==> src/rtl/mm_pkg.sv <==
// Shared types and constants for the Mastermind round sequencer and its datapath.
package mm_pkg;

  localparam int unsigned NUM_PEGS = 4;
  localparam int unsigned PEG_W    = 3;
  localparam int unsigned SCORE_W  = 3;
  localparam int unsigned WIN_RED  = 4;
  localparam int unsigned SLOT_W   = $clog2(NUM_PEGS);

  typedef enum logic [3:0] {
    CODE_ENTRY,
    CODE_ACCEPT,
    CODE_WAIT,
    GUESS_ENTRY,
    GUESS_ACCEPT,
    GUESS_WAIT,
    CLEAR,
    SCORE,
    SETTLE,
    JUDGE,
    WIN,
    LOSE
  } state_t;

  // Key handshake phase seen by the press tracker.
  typedef enum logic [1:0] {
    PH_IDLE,
    PH_ENTRY,
    PH_ACCEPT,
    PH_WAIT
  } phase_t;

endpackage

==> src/rtl/mm_round_sequencer_if.sv <==
// Key input, slot strobes and compare-datapath controls between sequencer and board.
interface mm_round_sequencer_if
  import mm_pkg::*;
();

  logic               load;
  logic [SCORE_W-1:0] red_in;
  logic [SCORE_W-1:0] white_in;
  logic               load_code_en;
  logic               load_guess_en;
  logic [SLOT_W-1:0]  slot;
  logic               clear_score;
  logic               compare_en;
  logic [SLOT_W-1:0]  compare_i;

  modport master (
    input  load, red_in, white_in,
    output load_code_en, load_guess_en, slot, clear_score, compare_en, compare_i
  );

  modport slave (
    output load, red_in, white_in,
    input  load_code_en, load_guess_en, slot, clear_score, compare_en, compare_i
  );

endinterface

==> src/rtl/mm_press_tracker.sv <==
// Press/release detector for the ENTRY/ACCEPT/WAIT key handshake.
module mm_press_tracker
  import mm_pkg::*;
(
  input  phase_t phase,
  input  logic   load,
  output logic   accept,
  output logic   released
);

  always_comb begin
    accept   = (phase == PH_ENTRY) && load;
    released = (phase == PH_WAIT) && !load;
  end

endmodule

==> src/rtl/mm_round_sequencer.sv <==
// Game sequencer: code/guess slot entry, clear/compare/settle scoring, judging, win/lose.
module mm_round_sequencer
  import mm_pkg::*;
#(
  parameter int unsigned MAX_GUESSES = 8
) (
  input  logic               clock,
  input  logic               reset,
  mm_round_sequencer_if.master bus,
  output logic [SCORE_W-1:0] last_red,
  output logic [SCORE_W-1:0] last_white,
  output logic [3:0]         guess_count,
  output logic               win,
  output logic               lose,
  output logic               busy
);

  state_t             state, state_d;
  phase_t             phase;
  logic [SLOT_W-1:0]  slot, slot_d;
  logic [SLOT_W-1:0]  idx, idx_d;
  logic [3:0]         gc_d, gc_inc;
  logic [SCORE_W-1:0] red_d, white_d;
  logic               end_armed, armed_d;
  logic               accept, released;

  // WIN/LOSE reuse the tracker: unarmed waits for a press, armed waits for release.
  always_comb begin
    phase = PH_IDLE;
    unique case (state)
      CODE_ENTRY, GUESS_ENTRY:   phase = PH_ENTRY;
      CODE_ACCEPT, GUESS_ACCEPT: phase = PH_ACCEPT;
      CODE_WAIT, GUESS_WAIT:     phase = PH_WAIT;
      WIN, LOSE:                 phase = end_armed ? PH_WAIT : PH_ENTRY;
      default:                   phase = PH_IDLE;
    endcase
  end

  mm_press_tracker u_press (
    .phase    (phase),
    .load     (bus.load),
    .accept   (accept),
    .released (released)
  );

  always_comb begin
    state_d = state;
    slot_d  = slot;
    idx_d   = idx;
    gc_d    = guess_count;
    red_d   = last_red;
    white_d = last_white;
    armed_d = end_armed;
    gc_inc  = (guess_count == 4'hF) ? 4'hF : guess_count + 4'd1;
    unique case (state)
      CODE_ENTRY:  if (accept) state_d = CODE_ACCEPT;
      CODE_ACCEPT: state_d = CODE_WAIT;
      CODE_WAIT: begin
        if (released) begin
          if (slot == SLOT_W'(NUM_PEGS - 1)) begin
            state_d = GUESS_ENTRY;
            slot_d  = '0;
          end else begin
            state_d = CODE_ENTRY;
            slot_d  = slot + 1'b1;
          end
        end
      end
      GUESS_ENTRY:  if (accept) state_d = GUESS_ACCEPT;
      GUESS_ACCEPT: state_d = GUESS_WAIT;
      GUESS_WAIT: begin
        if (released) begin
          if (slot == SLOT_W'(NUM_PEGS - 1)) begin
            state_d = CLEAR;
            slot_d  = '0;
          end else begin
            state_d = GUESS_ENTRY;
            slot_d  = slot + 1'b1;
          end
        end
      end
      CLEAR: begin
        state_d = SCORE;
        idx_d   = '0;
      end
      SCORE: begin
        idx_d = idx + 1'b1;
        if (idx == SLOT_W'(NUM_PEGS - 1)) state_d = SETTLE;
      end
      SETTLE: state_d = JUDGE;
      JUDGE: begin
        red_d   = bus.red_in;
        white_d = bus.white_in;
        gc_d    = gc_inc;
        if (bus.red_in == SCORE_W'(WIN_RED))  state_d = WIN;
        else if (gc_inc == 4'(MAX_GUESSES))   state_d = LOSE;
        else begin
          state_d = GUESS_ENTRY;
          slot_d  = '0;
        end
      end
      WIN, LOSE: begin
        if (accept) armed_d = 1'b1;
        if (released) begin
          state_d = CODE_ENTRY;
          armed_d = 1'b0;
          slot_d  = '0;
          gc_d    = '0;
          red_d   = '0;
          white_d = '0;
        end
      end
      default: state_d = CODE_ENTRY;
    endcase
  end

  always_ff @(posedge clock or posedge reset) begin
    if (reset) begin
      state       <= CODE_ENTRY;
      slot        <= '0;
      idx         <= '0;
      guess_count <= '0;
      last_red    <= '0;
      last_white  <= '0;
      end_armed   <= 1'b0;
    end else begin
      state       <= state_d;
      slot        <= slot_d;
      idx         <= idx_d;
      guess_count <= gc_d;
      last_red    <= red_d;
      last_white  <= white_d;
      end_armed   <= armed_d;
    end
  end

  always_comb begin
    bus.load_code_en  = (state == CODE_ACCEPT);
    bus.load_guess_en = (state == GUESS_ACCEPT);
    bus.slot          = slot;
    bus.clear_score   = (state == CLEAR);
    bus.compare_en    = (state == SCORE);
    bus.compare_i     = (state == SCORE) ? idx : '0;
    win               = (state == WIN);
    lose              = (state == LOSE);
    busy              = (state == CLEAR) || (state == SCORE) ||
                        (state == SETTLE) || (state == JUDGE);
  end

endmodule

==> src/flat_wrapper.sv <==
// flat-port wrapper written by rule: the top's interface ports become plain ports
module mm_round_sequencer_flat import mm_pkg::*;
#(
  parameter int unsigned MAX_GUESSES = 8
)
  (clock, reset, last_red, last_white, guess_count, win, lose, busy, bus_load, bus_red_in, bus_white_in, bus_load_code_en, bus_load_guess_en, bus_slot, bus_clear_score, bus_compare_en, bus_compare_i);
  mm_round_sequencer_if bus_i ();
  input  logic clock;
  input  logic reset;
  output logic [SCORE_W-1:0] last_red;
  output logic [SCORE_W-1:0] last_white;
  output logic [3:0] guess_count;
  output logic win;
  output logic lose;
  output logic busy;
  input wire logic [$bits(bus_i.load)-1:0] bus_load;
  input wire logic [$bits(bus_i.red_in)-1:0] bus_red_in;
  input wire logic [$bits(bus_i.white_in)-1:0] bus_white_in;
  output wire logic [$bits(bus_i.load_code_en)-1:0] bus_load_code_en;
  output wire logic [$bits(bus_i.load_guess_en)-1:0] bus_load_guess_en;
  output wire logic [$bits(bus_i.slot)-1:0] bus_slot;
  output wire logic [$bits(bus_i.clear_score)-1:0] bus_clear_score;
  output wire logic [$bits(bus_i.compare_en)-1:0] bus_compare_en;
  output wire logic [$bits(bus_i.compare_i)-1:0] bus_compare_i;
  assign bus_i.load = bus_load;
  assign bus_i.red_in = bus_red_in;
  assign bus_i.white_in = bus_white_in;
  assign bus_load_code_en = bus_i.load_code_en;
  assign bus_load_guess_en = bus_i.load_guess_en;
  assign bus_slot = bus_i.slot;
  assign bus_clear_score = bus_i.clear_score;
  assign bus_compare_en = bus_i.compare_en;
  assign bus_compare_i = bus_i.compare_i;
  mm_round_sequencer #(.MAX_GUESSES(MAX_GUESSES)) u_core (.clock(clock), .reset(reset), .bus(bus_i), .last_red(last_red), .last_white(last_white), .guess_count(guess_count), .win(win), .lose(lose), .busy(busy));
endmodule
==> config.mk <==
export PLATFORM = sky130hd
export DESIGN_NAME = mm_round_sequencer_flat
export DESIGN_NICKNAME = d
export VERILOG_FILES = /design/src/rtl/mm_pkg.sv /design/src/rtl/mm_round_sequencer_if.sv /design/src/rtl/mm_press_tracker.sv /design/src/rtl/mm_round_sequencer.sv /design/src/flat_wrapper.sv
export SDC_FILE = /design/constraint.sdc
export NUM_CORES = 1
export LEC_CHECK = 0
export BUFFER_PORTS_ARGS = -buffer_cell sky130_fd_sc_hd__buf_2
export CAP_MARGIN = 40
export CORE_MARGIN = 2
export CORE_UTILIZATION = 53
export CTS_CLUSTER_SIZE = 16
export DETAILED_ROUTE_END_ITERATION = 6
export PLACE_DENSITY = 0.74
export SKIP_LAST_GASP = 1
export SYNTH_ARGS = -nofsm -noshare
export SYNTH_HDL_FRONTEND = slang
export SYNTH_HIERARCHICAL = 1
export SYNTH_SLANG_ARGS = --single-unit
==> constraint.sdc <==
create_clock -name clock -period 2.4 [get_ports clock]
set_input_delay 0.36 -clock clock [delete_from_list [all_inputs] [get_ports clock]]
set_output_delay 0.36 -clock clock [all_outputs]
set_load 0.02 [all_outputs]
==> results of run 1 <==
[stage by stage]
stage / power [mW] / cells / utilization / area (um^2)
6_report: 1.79 / 202 / 0.632 / 1540
3_3_place_gp: 1.58 / 198 / 0.620 / 1510
3_5_place_dp: 1.62 / 198 / 0.620 / 1510
5_1_grt: 1.92 / 202 / 0.632 / 1540
4_1_cts: 1.79 / 202 / 0.632 / 1540
2_1_floorplan: 1.34 / 142 / - / 1330
[per-layer routing]
metal | global-route usage | wire length [um]
met1 | 0.355 | 1510
met2 | 0.371 | 1510
met3 | 0.0333 | 166
met4 | 0.0542 | 11
met5 | 0 | 0
[worst max-delay path, cell delays in order, from the launching register on]
cell       delay (ns)
dfrtp_1          0.52
nor2_1           0.21
a21oi_1          0.06
o32ai_1          0.17
and3b_1          0.26
mux2_4           0.28
o32a_4           0.24
o221ai_1         0.20
o2bb2ai_1        0.14
[worst paths after layout]
check / slack, ns / endpoint
worst min register to register: 0.51 / u_core/last_white[2]
worst max-delay path: 0.23 / u_core/state[1]
min in group clock: 0.28 / u_core/last_white[1]
max in group asynchronous: 1.77 / u_core/last_white[2]
worst max register to register: 0.23 / u_core/state[1]
worst min-delay path: 0.16 / u_core/last_white[1]
[power by group through the flow]
stage                     registers [mW]  clock network [mW]  logic [mW]
after global placement             0.549                   0        1.03
after CTS                          0.552               0.164        1.07
final                              0.554               0.163        1.08
after detailed placement           0.558                   0        1.06
after global routing               0.574               0.178        1.16
after floorplan                    0.629                   0       0.715
[synthesized netlist by cell type, types with 2 or more instances]
cell,instances
dfrtp_1,19
nand2b_1,12
nor2_1,10
nand2_1,9
a22o_1,8
o21ai_0,8
nand3_1,7
a21oi_1,6
buf_2,6
a21o_1,4
a31oi_1,3
ha_1,3
o211ai_1,3
o2bb2ai_1,3
and2_1,2
and3b_1,2
buf_6,2
inv_1,2
nand3b_1,2
nor2b_1,2
o221ai_1,2
o22a_1,2
o22ai_2,2
[sequential cells by signal, summed over array words and instances, names as in the netlist]
register	cells
u_core/guess_count	4
u_core/idx	2
u_core/state	4
u_core/last_red	3
u_core/last_white	3
u_core/bus.slot	2
u_core/end_armed	1
[logic make-up (layout without fill, tap and decap cells)]
group | Yosys count | count (layout) | synth area share
AOI/OAI and AO/OA | 53 | 53 | 0.321
DFF | 19 | 19 | 0.357
adders and majority gates | 3 | 3 | 0.0282
and+or+nand+nor | 52 | 52 | 0.223
muxes | 1 | 1 | 0.0113
buffers and inverters | 14 | 44 | 0.0601
[layout make-up]
type | count | area share
Sequential cell | 19 | 0.309
Timing Repair Buffer | 38 | 0.138
Clock inverter | 1 | 0.00326
Inverter | 2 | 0.00489
Clock buffer | 3 | 0.0147
Tap cell | 30 | 0.0244
Multi-Input combinational cell | 109 | 0.505
==> results.md, run 1 <==
- All-layer global routing usage: 0.241
- CTS sink count: 19
- Cts hold-fix bufs: 0
- Measured slew at the worst slew-check pin: 0.730 ns
- Worst slack, placed: 0.298 ns
- Critical Path RT: 2.61 ns
- Setup Fix Bufs, Post-CTS: 0
- Reg2reg start: u_core/state[3]
- First-pass GRT wire length: 5180 um
- Leakage: 0.737 nW
- Sequential share of power: 0.309
- Clock root buffer master: clkbuf_4
- Final Hold Vio Count: 0
- Die Wd: 54.1 um
- CTS max path bufs: 2
- Synth Warn #: 6
- Die footprint: 0.00293 mm^2
- Initial antenna violation count: 0
- TritonCTS Buffers: 3
- Post-synth EDFFs: 0
- Worst-Skew Late Latency: 0.30 ns
- Row count: 18
- Top post-synthesis cells by area: dfrtp_1 36%, nand2b_1 5.6%, a22o_1 5.3%
- Mapped Nets: 154
- Antenna fix cells: 0
- Multi-input gate area: 776 um^2
- Yosys cell types: 46
- Most frequent cells in the layout: 29 x buf_2, 19 x dfrtp_1, 12 x nand2b_1
- First-pass detailed-route iteration total: 4
- Final #Nets: 185
- Most common cell after layout, fill and taps aside: buf_2
- Worst-path maximum fanout: 13
- Post-synthesis sequential area ratio: 0.357
- Combinational cell fraction of total power: 0.600
- Post-route antenna net violation count: 0
- Via count: 1242
- Ys async rst share: 1.00
- Synth top area share: 0.357
- Area growth from synthesis to final layout: 15.4%
- Vias in the first global route: 1075
- Skew final: 0.0133 ns
- Int Power: 0.974 mW
- Top cell type by total area after synthesis: dfrtp_1
- Smallest hold slack: 0.164 ns
- Final setup viols: 0
- Critical path arrival: 2.38 ns
- Net Sw Frac: 0.456
- Final WL: 3200 um
- Fillers: 200
- DR iter-0 viols: 44
- Slew HR: 0.513
- Startpoint types: flip-flop
- Clock-pin slew on the worst setup and hold paths: 0.12 ns
- I/O pin total: 30
- Fmax: 462 MHz
- Final worst setup slack: 0.234 ns
- WS Path Type: reg2reg
- Initial Util: 0.547
- Outcome: complete, no violations
- Worst setup EP type: flip-flop
- Vias per cell: 6.15
- Core ar.: 0.00243 mm^2
- Avg Inst Size Synth: 9.38 um^2
- Cell count after synthesis: 142
- Clock Power Share: 0.091
- Max-cap violations: 0
- Port Buffer Count: 29
- P per Cell Area: 1170 mW/mm^2
- FF+latch count, synth: 19
- Worst IR Drop VDD: 728 uV
- Largest net degree at the start of global routing: 20
- Worst r2r path cells: 8
- Final min period: 2.17 ns
- DPL Wire Length: 2310 um
- FF/Latch Area: 475 um^2
- Final slew viol count: 0
- Post-CTS resize count: 0
- Min-delay worst type: in2async
- Average wire per standard cell: 15.8 um
- Syn Std Cell Area: 0.00133 mm^2
- Height of the die: 54.1 um
- Ratio of cells with drive above 1 in the final layout: 0.302
- GP Congestion: 0.886
- CTS tree: done
- DRC: 0
- Period utilization: 0.902
- RSZ-0062 raised after global routing: no
- GRT overflow: 0
- Ys flop type: dfrtp_1
- H-tree depth: 1
- Sw Pwr: 0.818 mW
- Setup TNS: 0 ns
- Crit path launch: u_core/state[3]
Note: power is estimated with default switching activity, not from simulation.
==> run 2: changes to the inputs <==
--- a/config.mk
+++ b/config.mk
@@ -5,13 +5,14 @@
 export SDC_FILE = /design/constraint.sdc
 export NUM_CORES = 1
 export LEC_CHECK = 0
+export ABC_AREA = 1
 export BUFFER_PORTS_ARGS = -buffer_cell sky130_fd_sc_hd__buf_2
 export CAP_MARGIN = 40
 export CORE_MARGIN = 2
 export CORE_UTILIZATION = 53
 export CTS_CLUSTER_SIZE = 16
 export DETAILED_ROUTE_END_ITERATION = 6
-export PLACE_DENSITY = 0.74
+export PLACE_DENSITY = 0.75
 export SKIP_LAST_GASP = 1
 export SYNTH_ARGS = -nofsm -noshare
 export SYNTH_HDL_FRONTEND = slang
==> results.md, run 2 <==
- Outcome: complete, no violations
- Most common cell after layout, fill and taps aside: nand2_1
- DR iter-0 viols: 34
- Row count: 17
- Largest net degree at the start of global routing: 20
- Port Buffer Count: 29
- Smallest hold slack: 0.159 ns
- Critical Path RT: 2.58 ns
- Post-layout util: 0.654
- Most frequent cells after synthesis: 35 x nand2_1, 28 x inv_1, 20 x nor2_1
- Inst Count DP: 225
- Post-synthesis compound-gate area fraction: 0.131
- Final slew viol count: 0
- First-pass GRT wire length: 4660 um
- P per Cell Area: 1220 mW/mm^2
- Met2 usage: 0.367
- Final #Nets: 214
- Int Power: 0.853 mW
- Combinational cell fraction of total power: 0.585
- I/O pin total: 30
- Worst path bufs/invs: 2
- Leakage: 0.817 nW
- Yosys cell types: 28
- Initial antenna violation count: 0
- Top Registers: u_core/guess_count x4, u_core/state x4
- Clock Power Share: 0.097
- Critical path arrival: 2.35 ns
- Mapped Nets: 182
- Ys async rst share: 1.00
- Worst slack, placed: 0.155 ns
- Max-cap violations: 0
- Most frequent cells in the layout: 35 x nand2_1, 29 x buf_2, 28 x inv_1
- Average wire per standard cell: 12.0 um
- Main combinational cell family by area after synthesis: simple AND/OR/NAND/NOR gates
- DRC: 0
- Die Wd: 52.7 um
- Via count: 1164
- Cts hold-fix bufs: 0
- Sw Pwr: 0.928 mW
- Met3 GRT Util: 0.0371
- Die footprint: 0.00278 mm^2
- CTS sink count: 19
- Skew final: 0.00284 ns
- Dpl cell area: 0.00142 mm^2
- Worst-Skew Late Latency: 0.30 ns
- TritonCTS Buffers: 3
- Most common cell in the netlist: nand2_1
- Simple-Gate Fraction of Synth Area: 0.351
- Post-synthesis sequential area ratio: 0.378
- GRT overflow: 0
- FF+latch count, synth: 19
- Worst IR Drop VDD: 751 uV
- Final WL: 2740 um
- Slew HR: 0.514
- CP delay by family, top: simple AND/OR/NAND/NOR gates
- Cell count after synthesis: 170
- Setup Fix Bufs, Post-CTS: 0
- Slowest cell on crit path: dfrtp_1
- CTS max path bufs: 2
- Synth top area share: 0.378
- Top post-synthesis cells by area: dfrtp_1 38%, nand2_1 10%, inv_1 8.4%
- First-pass detailed-route iteration total: 4
- Measured slew at the worst slew-check pin: 0.729 ns
- Vias per cell: 5.08
- Min-delay worst type: in2async
- Post-CTS resize count: 0
- Slowest cell delay on critical path: 0.53 ns
- Core ar.: 0.00223 mm^2
- Clock-pin slew on the worst setup and hold paths: 0.12 ns
- Sequential share of power: 0.318
- Period utilization: 0.901
- Clock root buffer master: clkbuf_4
- Post-Synth Adder-Cell Area: 0.0299
- Net Sw Frac: 0.521
- Final std cells w/o fill: 229
- Worst-path maximum fanout: 10
- Startpoint types: flip-flop
- Ratio of cells with drive above 1 in the final layout: 0.289
- Height of the die: 52.7 um
- Final Hold Vio Count: 0
- Power Total: 1.78 mW
- Crit path cell chain: nor2_4 > inv_1 > nor3_1 > nor3_1 > o21ai_0 > nand2_1 > nor2_1 > inv_1 > o21ai_4 > o21ai_0
- Fmax: 463 MHz
- Xor and xnor area share after synthesis: 0
- Top cell type by total area after synthesis: dfrtp_1
- Ys flop type: dfrtp_1
- CTS tree: done
- Avg Inst Size Synth: 7.40 um^2
- Synth Warn #: 6
- Final worst setup slack: 0.238 ns
- Post-synth EDFFs: 0
- DPL Wire Length: 2130 um
- Worst setup EP type: flip-flop
- Global route hottest layer: met2
- Final min period: 2.16 ns
- WS Path Type: reg2reg
- Setup TNS: 0 ns
- Area growth from synthesis to final layout: 16.2%
- Syn Std Cell Area: 0.00126 mm^2
- Fin area: 0.00146 mm^2
- GP Congestion: 0.935
- H-tree depth: 1
- Final setup viols: 0
- GR Util met1: 0.292
- Antenna fix cells: 0
- Initial Util: 0.563
- Mux contribution to synthesized area: 0
- Post-route antenna net violation count: 0
- Vias in the first global route: 1115
- All-layer global routing usage: 0.225
- RSZ-0062 raised after global routing: no
-- run 2: cell count changes after synthesis, sizes merged, moves of 4 or more --
cell and change:
nand2 +34, nor2 +17, buf -8, a21o -4, a22o -7, a31oi -4
inv +30, nand2b -12, o21ai +10
-- run 2: layout make-up --
| cell class | count | area (um^2) |
|---|---|---|
| Timing Repair Buffer | 29 | 145 |
| Sequential cell | 19 | 477 |
| Fill cell | 199 | 772 |
| Inverter | 32 | 123 |
| Tap cell | 28 | 35.0 |
| Multi-Input combinational cell | 117 | 652 |
| Clock inverter | 1 | 7.51 |
| Clock buffer | 3 | 22.5 |
-- run 2: worst paths after layout --
kind                                     from              endpoint  slack, ns  cells after the start
min reg2reg                u_core/bus.slot[1]    u_core/bus.slot[1]       0.52                      2
min                                     reset         u_core/idx[1]       0.16                      2
max                           u_core/state[3]  u_core/last_white[1]       0.24                     10
min in group clock            bus_white_in[2]  u_core/last_white[2]       0.27                      3
max reg2reg                   u_core/state[3]  u_core/last_white[1]       0.24                     10
max in group asynchronous               reset       u_core/state[2]       1.74                      2
-- run 2: power groups by stage --
stage / sequential (mW) / combinational [mW] / clock (mW)
after floorplan: 0.626 / 0.730 / 0
after global placement: 0.563 / 0.992 / 0
after detailed placement: 0.569 / 1.02 / 0
after CTS: 0.562 / 1.03 / 0.179
after global routing: 0.588 / 1.17 / 0.192
final: 0.566 / 1.04 / 0.173
-- run 2: kinds of logic after synthesis --
family / after synthesis
AND/OR/NAND/NOR: 87
buffers and inverters: 34
adder cells (fa/ha/maj): 3
AO/OA/AOI/OAI: 27
flip-flops: 19
-- run 2: routing by layer --
layer / up-vias / part of all wire / wire length, um
met5: - / 0 / 0
met4: 0 / 0.0062 / 17
met3: 2 / 0.061 / 167
met2: 43 / 0.46 / 1260
met1: 520 / 0.47 / 1290
li1: 599 / - / -
==> run 3: changes to the inputs <==
--- a/config.mk
+++ b/config.mk
@@ -9,10 +9,10 @@
 export BUFFER_PORTS_ARGS = -buffer_cell sky130_fd_sc_hd__buf_2
 export CAP_MARGIN = 40
 export CORE_MARGIN = 2
-export CORE_UTILIZATION = 53
+export CORE_UTILIZATION = 45
 export CTS_CLUSTER_SIZE = 16
 export DETAILED_ROUTE_END_ITERATION = 6
-export PLACE_DENSITY = 0.75
+export PLACE_DENSITY = 0.65
 export SKIP_LAST_GASP = 1
 export SYNTH_ARGS = -nofsm -noshare
 export SYNTH_HDL_FRONTEND = slang
==> results.md, run 3 (synthesis gave the netlist of run 2 again) <==
- Outcome: complete, no violations
- First-pass GRT wire length: 4780 um
- Largest net degree at the start of global routing: 20
- Die Wd: 56.9 um
- CTS max path bufs: 2
- Worst-path maximum fanout: 10
- Final Hold Vio Count: 0
- Average wire per standard cell: 11.8 um
- Max-cap violations: 0
- Setup TNS: 0 ns
- Fmax: 452 MHz
- Final #Nets: 214
- Height of the die: 56.9 um
- Slew HR: 0.499
- GP Congestion: 0.884
- Most common cell after layout, fill and taps aside: nand2_1
- Post-route antenna net violation count: 0
- Startpoint types: flip-flop
- Fin area: 0.00146 mm^2
- DR iter-0 viols: 65
- CTS sink count: 19
- Cts hold-fix bufs: 0
- Via count: 1165
- Worst IR Drop VDD: 788 uV
- Ratio of cells with drive above 1 in the final layout: 0.289
- Min-delay worst type: in2async
- GRT overflow: 0
- Antenna fix cells: 0
- CTS tree: done
- First-pass detailed-route iteration total: 4
- H-tree depth: 1
- Critical Path RT: 2.58 ns
- Leakage: 0.822 nW
- Final min period: 2.21 ns
- Vias in the first global route: 1075
- Smallest hold slack: 0.164 ns
- Setup Fix Bufs, Post-CTS: 0
- WS Path Type: reg2reg
- TritonCTS Buffers: 3
- Final std cells w/o fill: 232
- Final setup viols: 0
- DPL Wire Length: 2120 um
- Clock root buffer master: clkbuf_4
- Period utilization: 0.922
- All-layer global routing usage: 0.190
- I/O pin total: 30
- Dpl cell area: 0.00143 mm^2
- Skew final: 0.00473 ns
- Port Buffer Count: 29
- RSZ-0062 raised after global routing: no
- Row count: 19
- Die footprint: 0.00323 mm^2
- P per Cell Area: 1210 mW/mm^2
- Area growth from synthesis to final layout: 16.3%
- Inst Count DP: 228
- Worst-Skew Late Latency: 0.30 ns
- Vias per cell: 5.02
- Top Registers: u_core/guess_count x4, u_core/state x4
- Initial Util: 0.464
- Post-layout util: 0.540
- Final worst setup slack: 0.188 ns
- Clock-pin slew on the worst setup and hold paths: 0.12 ns
- DRC: 0
- Final WL: 2750 um
- Worst slack, placed: 0.124 ns
- Worst setup EP type: flip-flop
- Measured slew at the worst slew-check pin: 0.751 ns
- Final slew viol count: 0
- Power Total: 1.77 mW
- Initial antenna violation count: 0
- Core ar.: 0.00271 mm^2
- Most frequent cells in the layout: 35 x nand2_1, 29 x buf_2, 28 x inv_1
- Post-CTS resize count: 0
- Critical path arrival: 2.39 ns
## run 3: cell type report
type	count	area [um^2]
Fill cell	274	1250
Sequential cell	19	477
Multi-Input combinational cell	117	652
Clock buffer	3	22.5
Clock inverter	1	5.00
Inverter	32	123
Timing Repair Buffer	29	145
Tap cell	31	38.8
## run 3: layer usage
metal | GRT usage | up-vias | routed length [um]
met3 | 0.0392 | 6 | 225
li1 | - | 597 | -
met2 | 0.284 | 52 | 1180
met1 | 0.264 | 510 | 1300
met4 | 0.0831 | 0 | 47
met5 | 0 | - | 0
## run 3: final timing paths
check	start	to	slack (ns)	cells past startpoint
max in group asynchronous	reset	u_core/state[2]	1.71	2
hold / removal	reset	u_core/last_white[1]	0.16	2
setup reg to reg	u_core/state[3]	u_core/last_white[0]	0.19	10
hold reg to reg	u_core/bus.slot[1]	u_core/bus.slot[1]	0.52	2
min in group clock	bus_white_in[1]	u_core/last_white[1]	0.26	3
setup / recovery	u_core/state[3]	u_core/last_white[0]	0.19	10
## run 3: worst max-delay path, cell delays in order, from the launching register on
cell     delay (ns)
dfrtp_1        0.50
nor2_4         0.26
inv_1          0.10
nor3_1         0.25
nor3_1         0.09
o21ai_0        0.12
nand2_1        0.09
nor2_1         0.13
inv_1          0.14
o21ai_4        0.30
o21ai_0        0.13
## run 3: power by group
| group | switching [mW] | internal, mW |
|---|---|---|
| logic | 0.683 | 0.348 |
| clock network | 0.106 | 0.0621 |
| registers | 0.126 | 0.440 |
